$ cat src/rtl/imem_stream_loader.sv
// rtl/imem_stream_loader.sv - framed byte-stream loader for the instruction memory
// Holds the core in reset until a checksum-verified image has been written.
module imem_stream_loader #(
  parameter int IMEM_SIZE = 16,
  localparam int AW = $clog2(IMEM_SIZE)
) (
  input  logic          clk,
  input  logic          reset,
  input  logic          in_valid,
  input  logic [7:0]    in_data,
  output logic          in_ready,
  output logic          imem_we,
  output logic [AW-1:0] imem_addr,
  output logic [31:0]   imem_wdata,
  output logic          cpu_reset,
  output logic          done,
  output logic          error
);

  typedef enum logic [2:0] {S_HDR0, S_HDR1, S_DATA, S_CHK, S_DONE, S_ERR} state_t;

  state_t        state_q, state_d;
  logic [15:0]   count_q, count_d;
  logic [1:0]    byte_cnt_q, byte_cnt_d;
  logic [AW:0]   word_idx_q, word_idx_d;
  logic [23:0]   shift_q, shift_d;
  logic [7:0]    csum_q, csum_d;
  logic          in_ready_q, in_ready_d;
  logic          imem_we_q, imem_we_d;
  logic [AW-1:0] imem_addr_q, imem_addr_d;
  logic [31:0]   imem_wdata_q, imem_wdata_d;

  logic          accept;
  logic [15:0]   hdr_count;
  logic [31:0]   word_next;
  logic [AW:0]   word_idx_inc;

  assign accept       = in_valid & in_ready_q;
  assign hdr_count    = {in_data, count_q[7:0]};
  assign word_next    = {in_data, shift_q};
  assign word_idx_inc = word_idx_q + {{AW{1'b0}}, 1'b1};

  always_comb begin
    state_d      = state_q;
    count_d      = count_q;
    byte_cnt_d   = byte_cnt_q;
    word_idx_d   = word_idx_q;
    shift_d      = shift_q;
    csum_d       = csum_q;
    imem_we_d    = 1'b0;
    imem_addr_d  = imem_addr_q;
    imem_wdata_d = imem_wdata_q;

    case (state_q)
      S_HDR0: begin
        if (accept) begin
          count_d = {count_q[15:8], in_data};
          state_d = S_HDR1;
        end
      end
      S_HDR1: begin
        if (accept) begin
          count_d = hdr_count;
          if (hdr_count > 16'(IMEM_SIZE)) begin
            state_d = S_ERR;
          end else if (hdr_count == 16'd0) begin
            state_d = S_CHK;
          end else begin
            state_d = S_DATA;
          end
        end
      end
      S_DATA: begin
        if (accept) begin
          shift_d    = word_next[31:8];
          csum_d     = csum_q ^ in_data;
          byte_cnt_d = byte_cnt_q + 2'd1;
          // Fourth byte completes a little-endian word: issue the write next cycle.
          if (byte_cnt_q == 2'd3) begin
            imem_we_d    = 1'b1;
            imem_addr_d  = word_idx_q[AW-1:0];
            imem_wdata_d = word_next;
            word_idx_d   = word_idx_inc;
            if ({{(15-AW){1'b0}}, word_idx_inc} == count_q) begin
              state_d = S_CHK;
            end
          end
        end
      end
      S_CHK: begin
        if (accept) begin
          state_d = (in_data == csum_q) ? S_DONE : S_ERR;
        end
      end
      default: ;
    endcase

    in_ready_d = (state_d == S_HDR0) || (state_d == S_HDR1) ||
                 (state_d == S_DATA) || (state_d == S_CHK);
  end

  always_ff @(posedge clk or negedge reset) begin
    if (!reset) begin
      state_q      <= S_HDR0;
      count_q      <= '0;
      byte_cnt_q   <= '0;
      word_idx_q   <= '0;
      shift_q      <= '0;
      csum_q       <= '0;
      in_ready_q   <= 1'b0;
      imem_we_q    <= 1'b0;
      imem_addr_q  <= '0;
      imem_wdata_q <= '0;
    end else begin
      state_q      <= state_d;
      count_q      <= count_d;
      byte_cnt_q   <= byte_cnt_d;
      word_idx_q   <= word_idx_d;
      shift_q      <= shift_d;
      csum_q       <= csum_d;
      in_ready_q   <= in_ready_d;
      imem_we_q    <= imem_we_d;
      imem_addr_q  <= imem_addr_d;
      imem_wdata_q <= imem_wdata_d;
    end
  end

  assign in_ready   = in_ready_q;
  assign imem_we    = imem_we_q;
  assign imem_addr  = imem_addr_q;
  assign imem_wdata = imem_wdata_q;
  assign done       = (state_q == S_DONE);
  assign error      = (state_q == S_ERR);
  assign cpu_reset  = (state_q != S_DONE);

endmodule

$ cat config.mk
export PLATFORM = sky130hd
export DESIGN_NAME = imem_stream_loader
export DESIGN_NICKNAME = d
export VERILOG_FILES = /design/src/rtl/imem_stream_loader.sv
export SDC_FILE = /design/constraint.sdc
export NUM_CORES = 1
export LEC_CHECK = 0
export BUFFER_PORTS_ARGS = -buffer_cell sky130_fd_sc_hd__buf_4
export CORE_MARGIN = 4
export CORE_UTILIZATION = 61
export DETAILED_ROUTE_END_ITERATION = 8
export PLACE_DENSITY = 0.8
export SETUP_SLACK_MARGIN = 0.3
export SLEW_MARGIN = 20
export SYNTH_ARGS = -nofsm -noshare
export SYNTH_HDL_FRONTEND = slang
export SYNTH_SLANG_ARGS = --single-unit
$ cat constraint.sdc
create_clock -name clk -period 3.7 [get_ports clk]
set_input_delay 0.74 -clock clk [delete_from_list [all_inputs] [get_ports clk]]
set_output_delay 0.74 -clock clk [all_outputs]
set_load 0.01 [all_outputs]
Yosys cells after proc, flatten, opt, wreduce, memory -nomap -nowiden
Index checks and enable logic that the tools add are counted.
- flip-flop bits (word level): 96
- input bits: 11
- output and inout bits: 41
- word-level logic and storage cells: 56
- $add $sub $neg: 2
- $lt $le $gt $ge: 1
- equal/unequal tests: 12
- mux-type cells: 16
- bitwise gates (word level): 4
- reductions and logical operators: 10
- operators by type and width (operator ; count):
    $pmux W16 S2 ; 1
    $mux W3 ; 7
    $eq A5 B16 Y1 ; 1
    $gt A16 B5 Y1 const B ; 1
    $logic_not A16 Y1 ; 1
    $mux W16 ; 1
    $eq A3 B2 Y1 const B ; 4
    $pmux W3 S4 ; 1
    $reduce_and A3 Y1 ; 3
    $eq A8 B8 Y1 ; 1
    $mux W8 ; 1
    $xor A8 B8 Y8 ; 1
    $eq A3 B1 Y1 const B ; 2
    $eq A3 B3 Y1 const B ; 2
    $logic_not A3 Y1 ; 2
    $add A5 B1 Y5 const B ; 1
    $mux W1 ; 5
    $logic_or A1 B1 Y1 ; 3
    $ne A3 B3 Y1 const B ; 1
    $add A2 B1 Y2 const B ; 1
    $eq A2 B2 Y1 const B ; 1
    $not A1 Y1 ; 2
    $reduce_and A2 Y1 ; 1
    $and A1 B1 Y1 ; 1

Depth between registers and ports, before layout
- depth after elaboration: 10
- gate-level depth with buffers: 6
- mapped depth without buffers: 6

Least setup slack after synthesis
Ideal clock, no wire load.
- path kind: input -> register
- from: input port in_data[4]
- to: register with a tool-made name
- setup time: 0.142 ns
- arrival: 1.834 ns
- data required time: 3.558 ns
- setup slack: 1.724 ns
- cell stages on the path: 5
- path buffers: 0
- path through: or4_4 -> nor4_4 -> a41oi_1 -> o21ai_0 -> nand3_1
- RTL lines (what ; line ; source):
    start, declared ; 10 ; input logic [7:0] in_data,

==> metrics.md <==
| Metric | Value |
|---|---|
| Pin count of the biggest net entering global routing | between 50 and 60 |
| Die Span X | 88.3 µm |
| M1 GR Usage | 0.301 |
| Share of cells above drive strength 1 | 0.321 |
| Layout Nets | 401 |
| Via Count | around 2,500 |
| # diodes | 0 |
| Initial Utilization | 0.624 |
| Max Cap Violations | 0 |
| First-pass GRT wire length | about 13,000 µm |
| Final setup viols | 0 |
| Chip height | ~88 µm |
| Post-synth EDFFs | 0 |
| Sequential area share after synthesis | 0.610 |
| Syn avg cell area | around 12 µm² |
| Cts bufs inserted | 9 |
| Crit. End Element | output pin |
| Core ar. | 0.00631 mm² |
| Netlist cell types | 31 |
| Rows | 29 |
| Synth area leader | dfrtp_1 |
| Mapped Cells | 332 |
| Cells after DPL | 454 |
| Clk buf depth | 2 |
| Peak Freq | 0.437 GHz |
| Setup tns final | 0 ns |
| Top_reg_cell synth | dfrtp_1 |
| RSZ-0062 raised after global routing | false |
| Min Tclk post-route | approximately 2.3 ns |
| Ys async rst share | 1.00 |
| VDD IR max | approximately 0.00036 V |
| Most frequent cell after synthesis | nand2_1 |
| Via/cell ratio | roughly 5.3 |
| CTS root buf | clkbuf_8 |
| TritonRoute pass-1 iters | 4 |
| Worst-skew pair later-pin latency | ~0.36 ns |
| Worst slew pin tran | 0.950 ns |
| Hold-fix buffers at CTS | 0 |
| Total track usage | 0.215 |
| Met3 Use GR | 0.0587 |
| Post-CTS Resized | 0 |
| Final-report max-slew violation count | 0 |
| PortBufs | between 50 and 60 |
| Startpoint type of the worst setup path | flip-flop |
| Run status | finished clean |
| Syn_nets | around 350 |
| CP max stage delay | 0.55 ns |
| Vias in the first global route | 2,553 |
| Static Leak | 0.00246 µW |
| Flop and latch count out of synthesis | between 90 and 100 |
| Clock skew | 0.0120 ns |
| Busiest grt layer | met2 |
| Global route overflow | 0 |
| CTS H-tree lvls | 3 |
| Worst Path Required | 2.96 ns |
| Post-synth top area share | 0.610 |
| Largest cells by area after synthesis | dfrtp_1, mux2_2, nand2_1, xnor2_1, xor2_1 |
| Drt initial violations | 132 |
| Finished Layout Cells | 470 |
| Die area | 0.00780 mm² |
| Worst setup slack after layout | approximately 1.4 ns |
| Post-Route WL | 7470 µm |
| IO Pins | 52 |
| Number of antenna violations at the first check in global routing | 0 |
| WP data arrival | around 1.6 ns |
| Drt wl/cell | about 16 µm |
| Worst-path maximum fanout | 10 |
| Clock Sinks | 96 |
| Synth top cells by count | nand2_1, dfrtp_1, mux2_2 |
| Worst hold-check path type | in2async |
| WS Path Type | reg2out |
| CTS clk-pin slew, worst paths | ~0.090 ns |
| Cell Area, Synth | between 0.003 and 0.004 mm² |
| Slew headroom | 0.365 |
| CP max stage cell | dfrtp_1 |
| Warnings from Yosys | 0 |
| Worst slack, placed | 1.24 ns |
| Layout area overhead | 17.4% |
| Setup bufs post-CTS | 0 |
| Final Hold Viols | 0 |
| HPWL after detailed placement | 5100 µm |
| Final ANT Viol Nets | 0 |
| PwrDens | roughly 390 mW/mm² |
| Hold Worst Slack | 0.421 ns |
| CTS tree | yes |
| Met2 Use GR | 0.325 |
| Residual DRC count | 0 |
| Routability cong. | ~0.76 |
| CP Cell Sequence | nand2_1, nor2_1, buf_4 |
| Part of the cycle the worst path needs | 0.619 |
-- registers in the layout, indices dropped and copies added (netlist names), named ones only --
register,cells
imem_addr,4
word_idx_q,5
shift_q,24
imem_wdata,32
in_ready,1
imem_we,1
byte_cnt_q,2
count_q,16
csum_q,8
-- final cells by class --
type                            count  area, µm²
Fill cell                         434       1690
Tap cell                           77       96.3
Clock buffer                       10        138
Inverter                            6       22.5
Multi-Input combinational cell    219       1470
Clock inverter                      6       73.8
Sequential cell                    96       2400
Timing Repair Buffer               56        420
-- layer usage --
layer,vias up,part of all wire
met2,53,0.46
met1,1227,0.48
met3,10,0.044
met4,0,0.016
met5,-,0
li1,1221,-
-- power breakdown --
group          internal [µW]  switching (µW)  total (µW)
clock                    339             368         707
sequential              1050               0        1050
combinational           11.8            32.8        44.6
-- cell families (layout without fill, tap and decap cells) --
logic type | after synthesis | after routing | synth area share
compound gates | 17 | 17 | 0.0280
flops | 96 | 96 | 0.610
mux | 45 | 45 | 0.129
buf+inv | 17 | 78 | 0.0181
simple gates | 127 | 127 | 0.146
fa+ha+maj | 2 | 2 | 0.00635
xor+xnor | 28 | 28 | 0.0623
-- worst max-delay path, delay by kind of cell, from the launching register on --
family                 cells  cell delay, ns
buffers and inverters      1            0.14
DFF                        1            0.55
and+or+nand+nor            2            0.50
-- cells in the final DEF (no fill, tap or decap), types with 2 or more instances in the layout --
cell type,Yosys,layout
a41oi_1,2,2
buf_4,0,56
clkbuf_8,0,10
clkinvlp_4,0,2
dfrtp_1,96,96
ha_1,2,2
inv_1,5,5
mux2_2,45,45
nand2_1,98,98
nand3_1,7,7
nand4_1,3,3
nor2_1,4,4
nor4_1,3,3
o21ai_0,10,10
or4_1,2,2
xnor2_1,18,18
xor2_1,10,10
-- metrics by stage --
stage	instance area (µm²)	util	total power (µW)
after floorplan	3940	-	1070
after global placement	4410	0.699	1110
after detailed placement	4410	0.699	1120
after CTS	4620	0.732	1820
after global routing	4620	0.732	1870
final	4620	0.732	1800
-- path summary, 6_finish.rpt --
path,from,to,slack (ns),depth (start not counted)
worst min-delay path,reset,imem_wdata[3]$_DFFE_PN0P_,0.42,1
worst min register to register,shift_q[1]$_DFFE_PN0P_,shift_q[1]$_DFFE_PN0P_,0.48,2
max in group asynchronous,reset,in_ready$_DFF_PN0_,2.51,2
worst max-delay path,flip-flop,error,1.41,3
min in group clk,shift_q[1]$_DFFE_PN0P_,shift_q[1]$_DFFE_PN0P_,0.48,2
worst max register to register,flip-flop,imem_wdata[1]$_DFFE_PN0P_,1.57,4
(Power assumes the default switching activity.)
